**src/rtl/sqrt_magnitude_feeder.sv**
```systemverilog
// Purpose: squares a signed (x,y) pair with a bit-serial shift-add multiplier and feeds x*x+y*y to the root unit.
// Latency: accept + 32 MUL + 1 entry + root latency + release + 1 OUT cycles (33 total for a zero sum).
// Backpressure: in_ready only in IDLE; the result is held on out_valid until out_ready.
module sqrt_magnitude_feeder #(
    parameter int TIMEOUT_CYCLES = 4096
) (
    input  logic        clk,
    input  logic        rstn,
    input  logic        in_valid,
    output logic        in_ready,
    input  logic [15:0] in_x,
    input  logic [15:0] in_y,
    output logic        out_valid,
    input  logic        out_ready,
    output logic [31:0] out_mag,
    output logic        out_err,
    output logic        sq_start,
    output logic [31:0] sq_in,
    input  logic        sq_done,
    input  logic        sq_available,
    input  logic [31:0] sq_out,
    output logic        busy
);
    localparam int TW = $clog2(TIMEOUT_CYCLES) + 1;

    typedef enum logic [2:0] {
        S_IDLE,
        S_MUL,
        S_WAIT,
        S_REQ,
        S_REL,
        S_ZERO,
        S_OUT
    } state_t;

    state_t        state;
    state_t        state_nxt;
    logic [15:0]   abs_x;
    logic [15:0]   abs_y;
    logic [4:0]    mul_cnt;
    logic [31:0]   acc;
    logic [31:0]   acc_nxt;
    logic [15:0]   mul_op;
    logic [31:0]   partial;
    logic [TW-1:0] tmo_cnt;
    logic          tmo_hit;
    logic          armed;
    logic [31:0]   mag;
    logic          err;

    // One multiplier bit per cycle: first 16 cycles square |x|, last 16 square |y|
    always_comb begin
        mul_op  = mul_cnt[4] ? abs_y : abs_x;
        partial = 32'd0;
        if (mul_op[mul_cnt[3:0]]) begin
            partial = {16'd0, mul_op} << mul_cnt[3:0];
        end
        acc_nxt = acc + partial;
    end

    assign tmo_hit = (tmo_cnt == TW'(TIMEOUT_CYCLES - 1));
    assign sq_in   = acc;
    assign out_mag = mag;
    assign out_err = err;

    // State register; reset overrides everything, including an in-flight request
    always_ff @(posedge clk) begin
        if (rstn) begin
            state <= S_IDLE;
        end else begin
            state <= state_nxt;
        end
    end

    // Next-state and handshake outputs
    always_comb begin
        state_nxt = state;
        in_ready  = 1'b0;
        out_valid = 1'b0;
        sq_start  = 1'b0;
        busy      = (state != S_IDLE);
        case (state)
            S_IDLE: begin
                // armed keeps in_ready low during the reset cycle itself
                in_ready = armed;
                if (in_valid && armed) state_nxt = S_MUL;
            end
            S_MUL: begin
                if (mul_cnt == 5'd31) state_nxt = (acc_nxt == 32'd0) ? S_ZERO : S_WAIT;
            end
            S_WAIT: begin
                if (sq_available && !sq_done) state_nxt = S_REQ;
            end
            S_REQ: begin
                sq_start = 1'b1;
                if (sq_done || tmo_hit) state_nxt = S_REL;
            end
            S_REL: begin
                // root unit clears DONE only after it has seen START low
                if (!sq_done && sq_available) state_nxt = S_OUT;
            end
            S_ZERO: begin
                state_nxt = S_OUT;
            end
            S_OUT: begin
                out_valid = 1'b1;
                if (out_ready) state_nxt = S_IDLE;
            end
            default: state_nxt = S_IDLE;
        endcase
    end

    // Datapath: operand capture, accumulation, timeout count and result capture
    always_ff @(posedge clk) begin
        if (rstn) begin
            abs_x   <= 16'd0;
            abs_y   <= 16'd0;
            mul_cnt <= 5'd0;
            acc     <= 32'd0;
            tmo_cnt <= '0;
            mag     <= 32'd0;
            err     <= 1'b0;
            armed   <= 1'b0;
        end else begin
            armed <= 1'b1;
            case (state)
                S_IDLE: begin
                    if (in_valid && armed) begin
                        // two's-complement negate; -32768 maps to 32768 unsigned
                        abs_x   <= in_x[15] ? (~in_x + 16'd1) : in_x;
                        abs_y   <= in_y[15] ? (~in_y + 16'd1) : in_y;
                        acc     <= 32'd0;
                        mul_cnt <= 5'd0;
                    end
                end
                S_MUL: begin
                    acc     <= acc_nxt;
                    mul_cnt <= mul_cnt + 5'd1;
                end
                S_WAIT: begin
                    tmo_cnt <= '0;
                end
                S_REQ: begin
                    if (sq_done) begin
                        mag <= sq_out;
                        err <= 1'b0;
                    end else if (tmo_hit) begin
                        mag <= 32'd0;
                        err <= 1'b1;
                    end else begin
                        tmo_cnt <= tmo_cnt + TW'(1);
                    end
                end
                S_ZERO: begin
                    mag <= 32'd0;
                    err <= 1'b0;
                end
                default: ;
            endcase
        end
    end
endmodule

```
**config.mk**
```make
export PLATFORM = sky130hd
export DESIGN_NAME = sqrt_magnitude_feeder
export DESIGN_NICKNAME = d
export VERILOG_FILES = /design/src/rtl/sqrt_magnitude_feeder.sv
export SDC_FILE = /design/constraint.sdc
export NUM_CORES = 1
export LEC_CHECK = 0
export CELL_PAD_IN_SITES_DETAIL_PLACEMENT = 1
export CELL_PAD_IN_SITES_GLOBAL_PLACEMENT = 1
export CORE_MARGIN = 1.5
export CORE_UTILIZATION = 37
export CTS_BUF_LIST = sky130_fd_sc_hd__clkbuf_8
export DETAILED_ROUTE_END_ITERATION = 6
export GPL_TIMING_DRIVEN = 0
export PLACE_DENSITY_LB_ADDON = 0.1
export SYNTH_ARGS = -nofsm -noshare
export SYNTH_HDL_FRONTEND = slang
export SYNTH_SLANG_ARGS = --single-unit
```
**constraint.sdc**
```tcl
create_clock -name clk -period 5.55 [get_ports clk]
set_clock_uncertainty 0.15 [all_clocks]
set_input_delay 0.8325 -clock clk [delete_from_list [all_inputs] [get_ports clk]]
set_output_delay 0.8325 -clock clk [all_outputs]
set_load 0.01 [all_outputs]
```
==> impl_metrics.ini, run 1 <==
[power_and_ir_drop]
ir_drop_mv = 0.148
powerDensity_nw_per_um2 = 295
leakage_nw = 4.13

[cells_and_area]
antenna_cells = 0
drive_gt1_frac = 0.117
areaGrowthSynthToFinish_pct = 30.4
layout.nets = 1323
final_core_util = 0.493
fin_cells = 1509

[yosys]
avgSynthCellArea_um2 = 7.91
synth_most_common_cell = nor2_1
synthTopCellsByArea = dfxtp_1 29%, nor2_1 7.6%, mux4_2 6.0%, ha_1 5.4%, a21oi_1 5.0%
synth-edff-count = 0
synth_cell_type_count = 79
synthArstFlopShare = 0
synth_common_cells = 167 x nor2_1, 119 x dfxtp_1, 105 x nand2_1
yosysWarnings = 0
synth_cells = 1046
synthDominantCellAreaShare = 0.288
ys_seq_area_frac = 0.288
syn_nets = 1153
ys.flop_type = dfxtp_1
synth_top_area_cell = dfxtp_1
ys_seq_elements = 119
syn_area_um2 = 8270

[hold_path]
hold_class = flip-flop to flip-flop
hold-path-cell-count = 2

[setup_path]
end_kind = flip-flop
critPathKind = flip-flop to flip-flop
cp_max_fo = 8
r2r_cells = 20
rrSetupSlack_ns = 0.09
crit_arrival_ns = 5.70
start_kind = flip-flop
required_ns = 5.79

[place]
gp_congestion = 0.904
dp_hpwl_mm = 22.7
placed_cells = 1464
portBuffers = 138

[sta]
fin_crit_sh = 0.983
finalHoldViolCount = 0
drv_slew = 0
max_clock_freq_ghz = 0.183
final-setup-viol-count = 0
worst_pin_slew_ns = 0.885
slew_headroom = 0.402
finalCriticalPeriod_ns = 5.46

[global_routing]
grt_max_degree = 17
grt_usage = 0.249
grt_overflow_total = 0
antenna_found_initial = 0
grt_pass1_vias = 8678
grt_pass1_wl_mm = 46.5

[drt]
routedWlPerCell_um = 19.4
drc = 0
routed_wl_mm = 29.2
antenna_left = 0
detail_route.iter0.violations = 432
via_count = 8582
viasPerCell = 5.69
dr.pass1.iters = 7

[clock_network]
clock-sinks = 119
tritoncts = done
cts-root-buf = clkbuf_8
clock_latency_ns = 0.46
cts_buffers = 17
clk_pin_slew_ns = 0.09
htreeDepth = 4
cts_buffer_depth = 2

[floorplanning]
start_util = 0.378
num_rows = 54
core_um2 = 21900
die_y_um = 153
die_area_um2 = 23300
ioPinCount = 139
die_w_um = 153

[job]
drv_cap = 0

[outcome]
status = finished, final reports clean
-- power by group --
group	internal (W)	switching (W)	total, W
Combinational	0.000512	0.000804	0.00132
Sequential	0.000930	0.0000726	0.00100
Clock	0.000418	0.000448	0.000867
-- cells in the final DEF, fill, tap and decap left out, types with 16 or more instances in the layout --
cell type	count
inv_1	17
clkdlybuf4s50_1	138
buf_4	18
a21oi_1	79
clkbuf_8	19
a211oi_1	31
xor2_1	43
ha_1	33
nor2_1	165
clkbuf_1	43
dfxtp_1	118
xnor2_1	16
nand2_1	104
a22oi_1	38
or3_1	18
o21ai_0	35
nand3_1	34
mux4_2	22
-- path summary, 6_finish.rpt --
kind / startpoint / endpoint
setup / recovery: mul_cnt[0] / state[0]
hold reg to reg: out_mag[14] / out_mag[14]
setup reg to reg: mul_cnt[0] / state[0]
hold / removal: out_mag[14] / out_mag[14]
-- routing by layer --
| layer | part of all wire | global-route usage |
|---|---|---|
| met3 | 0.041 | 0.0324 |
| met2 | 0.48 | 0.416 |
| met4 | 0.031 | 0.101 |
| met1 | 0.45 | 0.327 |
| met5 | 0 | 0 |
-- state kept, by name (all words and copies together) (netlist names) --
register and count:
out_mag 32, sq_in 32, abs_x 16, abs_y 16, tmo_cnt 13, mul_cnt 5, state 3, armed 1
out_err 1
-- final cells by class --
type | instances | area, µm²
inverters | 18 | 67.6
fillers | 2681 | 11100
flip-flops and latches | 119 | 2390
clock inverters | 15 | 179
multi-input cells | 839 | 5690
well taps | 280 | 350
repair buffers | 157 | 1530
clock buffers | 17 | 234
plain buffers | 64 | 352
-- through the flow --
step	setup TNS (ns)	worst slack (ns)	hold WS, ns	power, W	cell area, µm²
6_report	0	0.0926	0.314	0.00318	10800
5_1_grt	-0.142	-0.0563	0.352	0.00336	10800
4_1_cts	0	0.0161	0.316	0.00315	10500
3_5_place_dp	-5.39	-1.27	0.300	0.00222	10000
3_3_place_gp	-4.50	-1.16	0.291	0.00221	10000
2_1_floorplan	0	0.00243	0.291	0.00177	8270
-- logic make-up (layout without fill, tap and decap cells) --
logic type | after synthesis | count (layout) | synth area share
xor gates and xnor gates | 61 | 61 | 0.0646
DFF | 119 | 119 | 0.288
AOI/OAI and AO/OA | 281 | 281 | 0.226
and+or+nand+nor | 416 | 416 | 0.229
adders and majority gates | 37 | 37 | 0.0569
muxes | 44 | 44 | 0.0874
buffers and inverters | 88 | 271 | 0.0475
-- repair_timing --
| item | 4_1_cts | 5_1_grt |
|---|---|---|
| cloned | 1 | 0 |
| pin swaps | 3 | 17 |
| hold endpoints to repair | 0 | 0 |
| setup buffers | 3 | 15 |
| resized for setup | 25 | 42 |
| endpoints found under the setup margin | 12 | 3 |
| hold buffers | 0 | 0 |
-- critical path, stage by stage, from the launching register on --
cell	delay, ns
dfxtp_4	0.37
buf_8	0.13
mux4_2	0.51
mux4_2	0.51
a21oi_2	0.15
or2_4	0.15
and2_4	0.16
buf_4	0.11
a211oi_1	0.06
ha_1	0.34
buf_6	0.13
nand4_1	0.17
or3_1	0.40
a21oi_1	0.30
or3b_2	0.23
o2111ai_1	0.16
or4b_4	0.53
nor4_4	0.33
nand4_1	0.19
buf_4	0.18
o21ai_1	0.13
No activity file was read; power rests on OpenSTA's default activity.
==> run 2: changes to the inputs <==
--- a/config.mk
+++ b/config.mk
@@ -7,7 +7,6 @@
 export LEC_CHECK = 0
 export CELL_PAD_IN_SITES_DETAIL_PLACEMENT = 1
 export CELL_PAD_IN_SITES_GLOBAL_PLACEMENT = 1
-export CORE_MARGIN = 1.5
 export CORE_UTILIZATION = 37
 export CTS_BUF_LIST = sky130_fd_sc_hd__clkbuf_8
 export DETAILED_ROUTE_END_ITERATION = 6
==> impl_metrics.ini, run 2 (synthesized netlist as in run 1, its figures left out) <==
[outcome]
status = finished, final reports clean

[sta]
fin_crit_sh = 0.970
finalHoldViolCount = 0
setup_ws_ns = 0.164
final-setup-viol-count = 0
slew_headroom = 0.419
finalCriticalPeriod_ns = 5.39
max_clock_freq_ghz = 0.186
fin_setup_tns_ns = 0
drv_slew = 0
worst_pin_slew_ns = 0.861

[floorplanning]
die_area_um2 = 23000
core_um2 = 21900
start_util = 0.378
die_w_um = 152
die_y_um = 152
num_rows = 54
ioPinCount = 139

[power_and_ir_drop]
pwr-share-clk = 0.272
powerDensity_nw_per_um2 = 297
swShare = 0.417
p_seq_frac = 0.315
ir_drop_mv = 0.159
leakage_nw = 4.12
p_comb_frac = 0.413
power.internal_w = 0.00186
p_switching_w = 0.00133

[hold_path]
hold_class = flip-flop to flip-flop
hold-path-cell-count = 2
min_to = out_mag[16]
hp-start = out_mag[16]

[setup_path]
cp_max_fo = 8
required_ns = 5.75
start_kind = flip-flop
end_kind = flip-flop
rrSetupSlack_ns = 0.16
rr_startpoint = mul_cnt[0]
r2r_cells = 21
critPathKind = flip-flop to flip-flop
crit_arrival_ns = 5.59
r2r-end = state[1]

[cells_and_area]
fin_cells = 1503
fillerInstances = 2662
areaGrowthSynthToFinish_pct = 29.9
fin_area_um2 = 10700
final_core_util = 0.491
drive_gt1_frac = 0.116
final_common_cell = nor2_1
multi_input_area_um2 = 5700
seq_area_um2 = 2380
layout.nets = 1317
antenna_cells = 0
final_cell_mix = 166 x nor2_1, 138 x clkdlybuf4s50_1, 118 x dfxtp_1

[global_routing]
antenna_found_initial = 0
grt_pass1_vias = 8231
grt_pass1_wl_mm = 44.6
grt_usage = 0.253
grt_overflow_total = 0
grt_max_degree = 17

[drt]
antenna_left = 0
viasPerCell = 5.65
dr.pass1.iters = 5
routed_wl_mm = 29.2
via_count = 8496
routedWlPerCell_um = 19.4
detail_route.iter0.violations = 427
drc = 0

[clock_network]
tritoncts = done
htreeDepth = 4
clock-sinks = 119
cts-root-buf = clkbuf_8
clock_latency_ns = 0.46
cts_buffer_depth = 2
cts_buffers = 17
clk_pin_slew_ns = 0.09

[place]
gp_congestion = 0.891
post-place-ws_ns = -1.18
placed_cells = 1464
dp_hpwl_mm = 22.7
place_area_um2 = 10000
portBuffers = 138

[job]
drv_cap = 0
[run 2: repair_timing]
action                     CTS  global route
gates cloned                 1             0
hold buffers                 0             0
pin swaps                    3            15
setup endpoints to repair   10             3
hold endpoints to repair     0             0
gates resized for setup     28            35
buffers inserted             3             9
[run 2: worst max-delay path: stages (launching register included)]
cell      delay (ns)
dfxtp_2         0.36
buf_6           0.15
mux4_2          0.51
mux4_2          0.50
a21oi_2         0.13
or2_4           0.15
and2_4          0.17
buf_8           0.12
nor2_2          0.06
ha_1            0.29
buf_6           0.12
and4_4          0.24
nand4_1         0.13
o211a_4         0.32
buf_4           0.14
o211ai_2        0.15
a211oi_2        0.11
xnor2_2         0.18
or4b_4          0.55
nor4_4          0.29
nand4_1         0.19
a41o_1          0.27
[run 2: worst max-delay path by stage]
stage / startpoint / end / slack [ns] / depth (start not counted)
6_report: mul_cnt[0] / state[1] / 0.16 / 21
5_1_grt: mul_cnt[0] / state[0] / -0.03 / 22
4_1_cts: mul_cnt[4] / state[1] / 0.005 / 21
3_5_place_dp: mul_cnt[0] / state[1] / -1.18 / 21
3_3_place_gp: mul_cnt[0] / state[1] / -1.16 / 21
2_1_floorplan: mul_cnt[0] / state[1] / 0.002 / 22
[run 2: power groups by stage]
stage | sequential (W) | combinational, W | clock, W
finish | 0.00100 | 0.00132 | 0.000868
global route | 0.00101 | 0.00143 | 0.000920
CTS | 0.00100 | 0.00127 | 0.000884
detailed placement | 0.00102 | 0.00121 | 0
global placement | 0.00101 | 0.00120 | 0
floorplan | 0.000995 | 0.000775 | 0
[run 2: final cells by class]
cell class | instances | area share
multi-input combinational | 839 | 0.530
sequential | 119 | 0.222
timing repair buffer | 151 | 0.139
tap | 280 | 0.0326
buffer | 64 | 0.0321
clock buffer | 17 | 0.0218
clock inverter | 15 | 0.0167
inverter | 18 | 0.00629
[run 2: stage by stage]
step,power (W),hold WS (ns)
final,0.00319,0.309
after global routing,0.00336,0.349
after CTS,0.00316,0.314
after detailed placement,0.00223,0.301
after global placement,0.00221,0.292
after floorplan,0.00177,0.291
[run 2: layer usage]
| metal | GRT usage | part of all wire | vias up |
|---|---|---|---|
| met5 | 0 | 0 | - |
| met2 | 0.429 | 0.49 | 184 |
| met4 | 0.0881 | 0.025 | 0 |
| met1 | 0.324 | 0.45 | 4153 |
| li1 | - | - | 4114 |
| met3 | 0.0410 | 0.035 | 45 |
